### config.mk
export PLATFORM = sky130hd
export DESIGN_NAME = io_bruecke
export DESIGN_NICKNAME = d
export VERILOG_FILES = /design/src/rtl/io_bruecke.sv
export SDC_FILE = /design/constraint.sdc
export NUM_CORES = 1
export LEC_CHECK = 0
export CAP_MARGIN = 20
export CORE_ASPECT_RATIO = 0.9
export CORE_MARGIN = 2
export CORE_UTILIZATION = 46
export CTS_CLUSTER_DIAMETER = 80
export CTS_CLUSTER_SIZE = 28
export DETAILED_ROUTE_END_ITERATION = 12
export PLACE_DENSITY_LB_ADDON = 0.1
export SLEW_MARGIN = 20
export SYNTH_ARGS = -nofsm -noshare
export SYNTH_HDL_FRONTEND = slang
export SYNTH_SLANG_ARGS = --single-unit
### constraint.sdc
create_clock -name Clock -period 2.7 [get_ports Clock]
set_clock_uncertainty 0.15 [all_clocks]
set_input_delay 0.54 -clock Clock [delete_from_list [all_inputs] [get_ports Clock]]
set_output_delay 0.54 -clock Clock [all_outputs]
set_load 0.01 [all_outputs]
### src/rtl/io_bruecke.sv
// io_bruecke: bridge between the CPU data port, the data RAM and a small bank
// of memory-mapped I/O registers (output channels, synchronised input
// channels, sticky bus-error status) with a RAM timeout and a stretched CPU reset.
module io_bruecke #(
   parameter int KANAELE        = 4,
   parameter int BREITE         = 8,
   parameter int RAM_ADRESSBITS = 8,
   parameter int IO_BIT         = 31,
   parameter int TIMEOUT        = 15,
   parameter int RESET_ZYKLEN   = 10
) (
   input  logic                        Clock,
   input  logic                        Reset,
   output logic                        CPUReset,
   input  logic                        LeseDaten,
   input  logic                        SchreibeDaten,
   input  logic [31:0]                 DatenAdresse,
   input  logic [31:0]                 DatenRaus,
   output logic [31:0]                 DatenRein,
   output logic                        DatenGeladen,
   output logic                        DatenGespeichert,
   output logic                        RAMLesenAn,
   output logic                        RAMSchreibenAn,
   output logic [RAM_ADRESSBITS-1:0]   RAMAdresse,
   output logic [31:0]                 RAMDatenRein,
   input  logic [31:0]                 RAMDatenRaus,
   input  logic                        RAMDatenBereit,
   input  logic                        RAMDatenGeschrieben,
   output logic [KANAELE*BREITE-1:0]   Ausgaenge,
   input  logic [KANAELE*BREITE-1:0]   Eingaenge,
   output logic                        Busfehler
);

   localparam int RESET_BITS = $clog2(RESET_ZYKLEN + 1);
   localparam int TIMER_BITS = $clog2(TIMEOUT + 1);
   localparam int KANAL_BITS = KANAELE * BREITE;

   typedef enum logic [1:0] {
      BEREIT,
      IO,
      RAM_WARTEN,
      LOESEN
   } state_t;

   state_t                      state;
   state_t                      next_state;
   logic [RESET_BITS-1:0]       reset_count;
   logic [TIMER_BITS-1:0]       timer;
   logic [7:0]                  io_index;
   logic [RAM_ADRESSBITS-1:0]   ram_addr;
   logic [31:0]                 write_data;
   logic                        is_write;
   logic [KANAL_BITS-1:0]       sync_a;
   logic [KANAL_BITS-1:0]       sync_b;
   logic [BREITE-1:0]           out_regs [KANAELE];
   logic [31:0]                 io_value;
   logic                        accept;
   logic                        ram_response;
   logic                        ram_timeout;

   assign RAMAdresse   = ram_addr;
   assign RAMDatenRein = write_data;

   for (genvar g = 0; g < KANAELE; g++) begin : g_out
      assign Ausgaenge[g*BREITE +: BREITE] = out_regs[g];
   end

   // Hold the CPU in reset for a fixed number of edges after the system reset releases.
   always_ff @(posedge Clock or negedge Reset) begin
      if (!Reset) begin
         CPUReset    <= 1'b1;
         reset_count <= '0;
      end else if (CPUReset) begin
         if (reset_count == RESET_BITS'(RESET_ZYKLEN - 1))
            CPUReset <= 1'b0;
         else
            reset_count <= reset_count + 1'b1;
      end
   end

   // Two-flop synchroniser for the asynchronous input channels.
   always_ff @(posedge Clock or negedge Reset) begin
      if (!Reset) begin
         sync_a <= '0;
         sync_b <= '0;
      end else begin
         sync_a <= Eingaenge;
         sync_b <= sync_a;
      end
   end

   // FSM state register.
   always_ff @(posedge Clock or negedge Reset) begin
      if (!Reset)
         state <= BEREIT;
      else
         state <= next_state;
   end

   // Next-state decode: acceptance, RAM completion/timeout and release after the request drops.
   always_comb begin
      next_state   = state;
      accept       = 1'b0;
      ram_response = 1'b0;
      ram_timeout  = 1'b0;
      case (state)
         BEREIT: begin
            if (!CPUReset && (LeseDaten || SchreibeDaten)) begin
               accept     = 1'b1;
               next_state = DatenAdresse[IO_BIT] ? IO : RAM_WARTEN;
            end
         end
         IO: next_state = LOESEN;
         RAM_WARTEN: begin
            ram_response = is_write ? RAMDatenGeschrieben : RAMDatenBereit;
            if (ram_response)
               next_state = LOESEN;
            else if (timer == TIMER_BITS'(TIMEOUT - 1)) begin
               ram_timeout = 1'b1;
               next_state  = LOESEN;
            end
         end
         LOESEN: begin
            if (!LeseDaten && !SchreibeDaten)
               next_state = BEREIT;
         end
         default: next_state = BEREIT;
      endcase
   end

   // I/O read multiplexer; unmapped indices read as zero.
   always_comb begin
      io_value = '0;
      for (int i = 0; i < KANAELE; i++) begin
         if (io_index == 8'(i))
            io_value = 32'(out_regs[i]);
         if (io_index == 8'(KANAELE + i))
            io_value = 32'(sync_b[i*BREITE +: BREITE]);
      end
      if (io_index == 8'(2 * KANAELE))
         io_value = {31'b0, Busfehler};
   end

   // Request latching, I/O register access, RAM strobes, done pulses and the bus-error flag.
   always_ff @(posedge Clock or negedge Reset) begin
      if (!Reset) begin
         io_index         <= '0;
         ram_addr         <= '0;
         write_data       <= '0;
         is_write         <= 1'b0;
         timer            <= '0;
         DatenRein        <= '0;
         DatenGeladen     <= 1'b0;
         DatenGespeichert <= 1'b0;
         RAMLesenAn       <= 1'b0;
         RAMSchreibenAn   <= 1'b0;
         Busfehler        <= 1'b0;
         for (int i = 0; i < KANAELE; i++)
            out_regs[i] <= '0;
      end else begin
         DatenGeladen     <= 1'b0;
         DatenGespeichert <= 1'b0;

         if (accept) begin
            io_index   <= DatenAdresse[7:0];
            ram_addr   <= DatenAdresse[RAM_ADRESSBITS-1:0];
            write_data <= DatenRaus;
            is_write   <= SchreibeDaten;
            timer      <= '0;
            if (!DatenAdresse[IO_BIT]) begin
               RAMLesenAn     <= !SchreibeDaten;
               RAMSchreibenAn <= SchreibeDaten;
            end
         end

         if (state == IO) begin
            if (is_write) begin
               for (int i = 0; i < KANAELE; i++) begin
                  if (io_index == 8'(i))
                     out_regs[i] <= write_data[BREITE-1:0];
               end
               if (io_index == 8'(2 * KANAELE) && write_data[0])
                  Busfehler <= 1'b0;
               DatenGespeichert <= 1'b1;
            end else begin
               DatenRein    <= io_value;
               DatenGeladen <= 1'b1;
            end
         end

         if (state == RAM_WARTEN) begin
            if (ram_response || ram_timeout) begin
               RAMLesenAn     <= 1'b0;
               RAMSchreibenAn <= 1'b0;
               if (is_write)
                  DatenGespeichert <= 1'b1;
               else begin
                  DatenGeladen <= 1'b1;
                  DatenRein    <= ram_response ? RAMDatenRaus : 32'hFFFF_FFFF;
               end
            end else begin
               timer <= timer + 1'b1;
            end
            if (ram_timeout)
               Busfehler <= 1'b1;
         end
      end
   end

endmodule

==> After elaboration in Yosys (flattened, before gate mapping) <==
Index checks and enable logic that the tools add are counted.
W data, S select, Z words.
{ "classes": {"n_addsub": 2, "n_mul": 0, "div": 0, "n_lt_le_gt_ge": 0, "n_eq_ne": 16, "n_shift": 0, "mux": 56, "bitwise": 1, "reduce_logical": 16} }
{ "ops": {"columns": ["operator", "count"], "rows": [
  ["$mux W32", 14],
  ["$eq A8 B3 Y1 const B", 4],
  ["$mux W1", 32],
  ["$eq A8 B2 Y1 const B", 2],
  ["$reduce_and A3 Y1", 5],
  ["$mux W4", 3],
  ["$mux W2", 5],
  ["$add A4 B1 Y4 const B", 2],
  ["$eq A4 B4 Y1 const B", 2],
  ["$eq A8 B1 Y1 const B", 1],
  ["$eq A8 B4 Y1 const B", 1],
  ["$logic_not A8 Y1", 1],
  ["$mux W8", 1],
  ["$pmux W2 S4", 1],
  ["$eq A2 B2 Y1 const B", 2],
  ["$ne A2 B2 Y1 const B", 2],
  ["$logic_and A1 B1 Y1", 3],
  ["$logic_not A1 Y1", 3],
  ["$ne A3 B3 Y1 const B", 1],
  ["$eq A2 B1 Y1 const B", 1],
  ["$logic_not A2 Y1", 1],
  ["$logic_or A1 B1 Y1", 2],
  ["$reduce_and A2 Y1", 1],
  ["$not A1 Y1", 1]
]} }
{ "totals": {"regBits": 185, "latch_bits": 0, "mem_bits_rw": 0, "rom_bits": 0, "in_bits": 134, "out_inout_bits": 110, "word_cells": 110, "mem_count": 0} }

==> Longest topological paths before layout <==
Gate-level depths: netlist of run 1.
{ "depth": {"ltp_word": 15, "ltp_mapped": 8, "mapped_depth_nobuf": 7} }

==> Least setup slack after synthesis of run 1 <==
OpenSTA, ideal clock, no wires.
{ "synth_timing": {"path_kind": "reg2reg", "from": "register state[1]", "to": "register out_regs, in the netlist Ausgaenge[10]", "setup_time_ns": 0.125, "arrival_time_ns": 1.882, "required_ns": 2.425, "path_slack_ns": 0.543, "path_stages_with_launch": 7, "path_buffers": 0, "synth_period_minus_slack_ns": 2.157, "path_cell_list": "dfrtp_1 > inv_1 > ha_1 > nand3b_1 > or2_2 > nor3_2 > mux2_2"} }
{ "synth_via": {"elab_chain_cells": 2} }
{ "synth_rtl": {"columns": ["item", "line_no", "rtl"], "rows": [
  ["start: declaration", "45", "state_t state;"],
  ["start signal: assignment", "97", "state <= next_state;"],
  ["$eq A2 B1 Y1", "176", "if (state == IO) begin"],
  ["$reduce_and A3 Y1 (no line)", null, null],
  ["end signal: indexed assignment", "180", "out_regs[i] <= write_data[BREITE-1:0];"],
  ["end: declaration", "55", "logic [BREITE-1:0] out_regs [KANAELE];"]
]} }
No other way between the ends.
A chain may end at the register's enable or synchronous reset.

==> Worst setup path in the final report of run 1 <==
{ "layout_timing": {"from": "register ram_addr[2], in the netlist RAMAdresse[2]", "to": "output port RAMAdresse[2]"} }
{ "layout_lines": {"columns": ["item", "line_no", "rtl"], "rows": [
  ["start: declaration", "50", "logic [RAM_ADRESSBITS-1:0] ram_addr;"],
  ["start signal: assignment", "166", "ram_addr <= DatenAdresse[RAM_ADRESSBITS-1:0];"],
  ["end: declaration", "24", "output logic [RAM_ADRESSBITS-1:0] RAMAdresse,"]
]} }
No word-level cell between the ends.

==> reports/results.tsv, run 1 <==
stage	metric	value	unit
status	status	complete, no violations	
sta	rsz0062_at_grt	no	
finish	diodes	0	
cts	clk_latency	420	ps
detailed_routing	highest_layer	met4	
global_route	grt_max_degree	67	
power	p_leak	4.48	nW
global_route	grt_antenna_before_repair	0	
synthesis	synth-seq-area-share	63.7	%
detailed_routing	final_antenna_net_count	0	
finish	area_delta_synth_final	43.4	%
synthesis	synth_top_cell_by_area	dfrtp_1	
detailed_routing	wire_per_inst	18.3	um
die	row_count	43	
finish	stdcell_count	993	
cts	hold_buffers	1	
sta	drv_slew	0	
detailed_routing	vias	5156	
worst_setup_path	cp_max_fo	21	
worst_setup_path	cpPeakStageDelay	620	ps
detailed_routing	viasPerCell	5.19	
cts	clkTransAtPathRegs	60	ps
sta	period_minus_slack	2440	ps
global_route	grt_usage	22.6	%
synthesis	synth_seq_cells	185	
power	powerDensity	1020	mW/mm^2
sta	setup_slack	258	ps
sta	setup_tns	0	ps
sta	min_period_over_period	90.4	%
placed_design	hpwl	13100	um
worst_setup_path	worstPathCellList	buf_4, clkdlybuf4s50_1	
synthesis	yosys_warnings	0	
worst_setup_path	cp-end-kind	output pin	
die	core-area	0.0154	sq mm
global_route	grt_pass1_wl	28600	um
die	start_util	47.1	%
detailed_routing	wl	18100	um
synthesis	ys.flop_type	dfrtp_1	
cts	htree_num_levels	4	
placed_design	place.gp.congestion	0.784	
synthesis	synth_nets	685	
worst_setup_path	cp.required	2010	ps
worst_setup_path	cp.buffers_inverters	2	
sta	timing.fmax	410	MHz
finish	multi_input_area	0.00248	sq mm
sta	slew_headroom	59.6	%
placed_design	post-place-cells	960	
flow_run	maxCapViolations	0	
synthesis	synth_top_area_share	63.4	%
detailed_routing	drc_errors	0	
detailed_routing	dr.pass1.iters	4	
detailed_routing	wl_met3	1110	um
placed_design	pre_cts_ws	156	ps
power	report.power.total	0.0106	W
die	die_area	0.0168	sq mm
cts	ctsLongestPathBuffers	2	
worst_setup_path	critPathSlowestCell	clkdlybuf4s50_1	
die	die_h	123	um
worst_setup_path	path_class	reg2out	
finish	nNetsFinal	920	
global_route	overflow	0	
detailed_routing	drt-met1-wl	7490	um
worst_hold_path	min_path_type	reg2reg	
synthesis	yosys-top-cells-count	184 x dfrtp_1, 75 x mux2_2, 44 x nand2_1, 28 x a21oi_1, 23 x nor3_1	
power	peakVddDrop	557	uV
worst_setup_path	crit_family	buffers and inverters	
finish	area.sequential	0.00463	sq mm
cts	cts_tree	done	
cts	cts_root_buffer	clkbuf_16	
finish	drive_gt1_share	18.7	%
detailed_routing	wl_met2	9330	um
sta	hold_viol_final	0	
detailed_routing	drt_iter0_drc	202	
finish	final_util	67.5	%
synthesis	synth_area	0.00727	sq mm
worst_setup_path	start_kind	register	
die	io_pins	244	
synthesis	synthCells	543	
worst_setup_path	cp_data_arrival_time	1750	ps
synthesis	synth.most_common_cell	dfrtp_1	
synthesis	ys_types	49	
finish	fillCellCount	1122	
cts	cts_resized	0	
sta	setup_viol	0	
synthesis	ys_async_sr_fraction	100	%
synthesis	synth.top_cells.by_area	dfrtp_1 63%, mux2_2 12%, mux4_2 2.5%	
global_route	grt_pass1_vias	5433	
cts	cts_sinks	185	
cts	cts_setup_buffers	0	
placed_design	io_buffers	220	
sta	worstMarginPinSlew	606	ps
synthesis	syn_avg_cell_area	13.4	sq um
cts	cts_buffers	17	
synthesis	synth_edf_count	0	
die	die-width	136	um
[per-stage QoR]
step	hold slack, ps	cell area [sq um]
after floorplan	94.4	7270
after global placement	183	9850
after detailed placement	185	9850
after CTS	200	10400
after global routing	206	10400
final	198	10400
[worst paths after layout]
| kind | startpoint | to | slack [ps] | cells after the start |
|---|---|---|---|---|
| setup / recovery | RAMAdresse[2]$_DFFE_PN0P_ | RAMAdresse[2] | 260 | 2 |
| hold / removal | sync_a[29]$_DFF_PN0_ | sync_b[29]$_DFF_PN0_ | 200 | 0 |
| setup reg to reg | RAMAdresse[5]$_DFFE_PN0P_ | DatenRein[6]$_DFF_PN0_ | 340 | 4 |
| hold reg to reg | sync_a[29]$_DFF_PN0_ | sync_b[29]$_DFF_PN0_ | 200 | 0 |
| max in group asynchronous | Reset | Ausgaenge[18]$_DFFE_PN0P_ | 1210 | 3 |
| min in group asynchronous | Reset | reset_count[0]$_DFFE_PN0P_ | 520 | 2 |
[layout by cell type, fill, tap and decap left out, drive strengths merged, types with 14 or more instances in the layout]
cell | synthesis | routed
clkdlybuf4s50 | 0 | 219
clkbuf | 17 | 21
nand3 | 15 | 15
buf | 11 | 23
dfrtp | 184 | 184
nand2 | 45 | 45
inv | 11 | 15
a21oi | 28 | 28
nor3 | 24 | 24
o21ai | 14 | 14
mux2 | 76 | 76
nor2 | 17 | 17
[logic make-up (layout without fill, tap and decap cells)]
| kind of cell | count (synthesis) | after routing | synth area share (%) |
|---|---|---|---|
| AOI/OAI and AO/OA | 81 | 81 | 7.23 |
| xor gates and xnor gates | 3 | 3 | 0.362 |
| adders and majority gates | 8 | 8 | 1.38 |
| buffers and inverters | 39 | 287 | 2.10 |
| DFF | 185 | 185 | 63.7 |
| muxes | 97 | 97 | 16.0 |
| and+or+nand+nor | 130 | 130 | 9.14 |
[area by class of cell]
type,count,share of cell area (%)
clock buffers,20,4.29
flip-flops and latches,185,44.4
repair buffers,244,23.5
multi-input cells,319,23.8
inverters,11,0.396
clock inverters,12,1.10
well taps,202,2.43
[flip-flops by register name, summed over array words and instances, names as in the netlist]
signal            flops
reset_count           4
DatenGeladen          1
Busfehler             1
RAMAdresse            8
state                 2
RAMSchreibenAn        1
CPUReset              1
DatenRein            32
Ausgaenge            32
sync_a               32
is_write              1
RAMDatenRein         32
timer                 4
RAMLesenAn            1
DatenGespeichert      1
sync_b               32
[metal layers]
metal / vias up / track usage, %
met5: - / 0
met4: 0 / 6.25
met3: 14 / 6.85
met2: 148 / 37.0
met1: 2595 / 29.3
li1: 2399 / -
[worst reg2reg max path: cells and delay by family (launching register included)]
family	cells	cell delay [ps]
and+or+nand+nor	3	1450
DFF	1	420
AOI/OAI and AO/OA	1	250
[power breakdown]
group | internal, W | switching, W | leakage [nW]
Combinational | 0.00236 | 0.00185 | 1.93
Clock | 0.00131 | 0.00106 | 0.273
Sequential | 0.00349 | 0.000549 | 2.28
Power figures use the tool's default switching activity.
==> inputs of run 2 (changes only) <==
--- a/config.mk
+++ b/config.mk
@@ -6,13 +6,16 @@
 export NUM_CORES = 1
 export LEC_CHECK = 0
 export CAP_MARGIN = 20
+export CELL_PAD_IN_SITES_DETAIL_PLACEMENT = 0
+export CELL_PAD_IN_SITES_GLOBAL_PLACEMENT = 1
 export CORE_ASPECT_RATIO = 0.9
 export CORE_MARGIN = 2
-export CORE_UTILIZATION = 46
+export CORE_UTILIZATION = 36
 export CTS_CLUSTER_DIAMETER = 80
 export CTS_CLUSTER_SIZE = 28
 export DETAILED_ROUTE_END_ITERATION = 12
 export PLACE_DENSITY_LB_ADDON = 0.1
+export REMOVE_ABC_BUFFERS = 1
 export SLEW_MARGIN = 20
 export SYNTH_ARGS = -nofsm -noshare
 export SYNTH_HDL_FRONTEND = slang
==> run 2 against run 1 <==
Net effect:
- hold slack better by 0.71 ps
- final cell count rose by 5.6%
- count of clock-buffer cells in the layout decreased by 1
- critical endpoint unchanged
- via count hardly changed
- die area up 27%
==> reports/results.tsv, run 2 (synthesized netlist as in run 1, its figures left out) <==
stage	metric	value	unit
status	status	complete, no violations	
worst_setup_path	cp.buffers_inverters	2	
sta	slew_headroom	53.4	%
sta	setup_viol	0	
worst_setup_path	cp.required	2010	ps
sta	worstMarginPinSlew	699	ps
finish	area_delta_synth_final	45.8	%
sta	min_period_over_period	92.3	%
global_route	grt_usage	18.4	%
worst_setup_path	critPathSlowestCell	clkdlybuf4s50_1	
worst_setup_path	cpPeakStageDelay	580	ps
worst_setup_path	cp-end-kind	output pin	
finish	design_area	0.0106	sq mm
power	powerDensity	1030	mW/mm^2
worst_setup_path	path_depth	2	
finish	nNetsFinal	924	
detailed_routing	wl	19200	um
sta	hold_viol_final	0	
cts	cts_resized	0	
cts	htree_num_levels	4	
global_route	grt_antenna_before_repair	0	
detailed_routing	final_antenna_net_count	0	
sta	setup_tns	0	ps
worst_hold_path	hp-start	sync_a[11]$_DFF_PN0_	
worst_setup_path	cp_max_fo	32	
cts	cts_root_buffer	clkbuf_16	
detailed_routing	dr.pass1.iters	4	
power	peakVddDrop	536	uV
sta	period_minus_slack	2490	ps
die	die_area	0.0213	sq mm
die	row_count	49	
detailed_routing	drt_iter0_drc	247	
cts	cts_setup_buffers	0	
sta	rsz0062_at_grt	no	
finish	diodes	0	
global_route	met2_usage	29.5	%
placed_design	place_area	0.00996	sq mm
worst_setup_path	rr_worst_depth	4	
sta	setup_slack	209	ps
global_route	use_met1	23.8	%
detailed_routing	drc_errors	0	
global_route	grt_use_met3	6.56	%
worst_setup_path	crit_family	buffers and inverters	
die	io_pins	244	
worst_setup_path	r2r_start	RAMAdresse[5]$_DFFE_PN0P_	
die	start_util	36.6	%
cts	cts_buffers	17	
power	report.power.total	0.0109	W
cts	cts_sinks	185	
placed_design	pre_cts_ws	157	ps
worst_setup_path	path_class	reg2out	
sta	drv_slew	0	
worst_setup_path	cp_data_arrival_time	1800	ps
global_route	grt_busiest_layer	met2	
power	p_leak	4.54	nW
cts	ctsLongestPathBuffers	2	
placed_design	hpwl	14000	um
die	die_h	139	um
flow_run	maxCapViolations	0	
worst_setup_path	cp-startpoint	RAMAdresse[2]$_DFFE_PN0P_	
detailed_routing	vias	5154	
global_route	grt_pass1_vias	5583	
finish	final_common_cell	clkdlybuf4s50_1	
cts	hold_buffers	1	
worst_hold_path	holdPathStages	0	
global_route	overflow	0	
worst_setup_path	start_kind	register	
global_route	grt_pass1_wl	30700	um
die	die-width	154	um
detailed_routing	wire_per_inst	18.3	um
worst_hold_path	min_path_type	reg2reg	
finish	drive_gt1_share	19.3	%
worst_setup_path	worstPathCellList	buf_12, clkdlybuf4s50_1	
cts	clkTransAtPathRegs	70	ps
finish	mostFrequentLayoutCells	219 x clkdlybuf4s50_1, 183 x dfrtp_1, 75 x mux2_2, 44 x nand2_1, 28 x a21oi_1	
placed_design	place.gp.congestion	0.769	
global_route	grt_max_degree	53	
sta	timing.fmax	401	MHz
die	core-area	0.0199	sq mm
placed_design	io_buffers	220	
cts	clk_latency	430	ps
detailed_routing	viasPerCell	4.91	
cts	cts_tree	done	
finish	final_util	53.3	%
## run 2: where the power goes
group | leakage [nW] | internal [W] | switching, W
combinational | 1.96 | 0.00236 | 0.00185
clock | 0.302 | 0.00151 | 0.00110
sequential | 2.28 | 0.00349 | 0.000575
total | 4.54 | 0.00737 | 0.00353
## run 2: area by class of cell
| type | count | area (sq um) |
|---|---|---|
| well taps | 255 | 319 |
| clock inverters | 12 | 180 |
| repair buffers | 248 | 2490 |
| inverters | 11 | 41.3 |
| fillers | 1748 | 9270 |
| multi-input cells | 319 | 2480 |
| clock buffers | 19 | 443 |
| flip-flops and latches | 185 | 4630 |
## run 2: worst reg2reg max path: stages, from the launching register on
cell and delay (ps):
dfrtp_1 430, nor4_4 510, nand2_2 280, or4_1 650, o221ai_1 240
## run 2: path summary, 6_finish.rpt
check,slack (ps),to
setup / recovery,210,RAMAdresse[2]
hold / removal,200,sync_b[11]$_DFF_PN0_
setup reg to reg,360,DatenRein[6]$_DFF_PN0_
hold reg to reg,200,sync_b[11]$_DFF_PN0_
max in group asynchronous,1220,sync_a[30]$_DFF_PN0_
min in group asynchronous,490,sync_a[4]$_DFF_PN0_
## run 2: metal layers
metal | vias to the layer above | routed length (um) | share of wire [%]
met4 | 0 | 294 | 1.5
met1 | 2544 | 8180 | 43
met3 | 19 | 1420 | 7.4
met5 | - | 0 | 0
li1 | 2416 | - | -
met2 | 175 | 9310 | 48
## run 2: stage by stage
| stage | instances | hold WS, ps |
|---|---|---|
| after floorplan | 515 | 94.4 |
| after global placement | 1017 | 184 |
| after detailed placement | 1017 | 185 |
| after CTS | 1049 | 200 |
| after global routing | 1049 | 205 |
| final | 1049 | 199 |
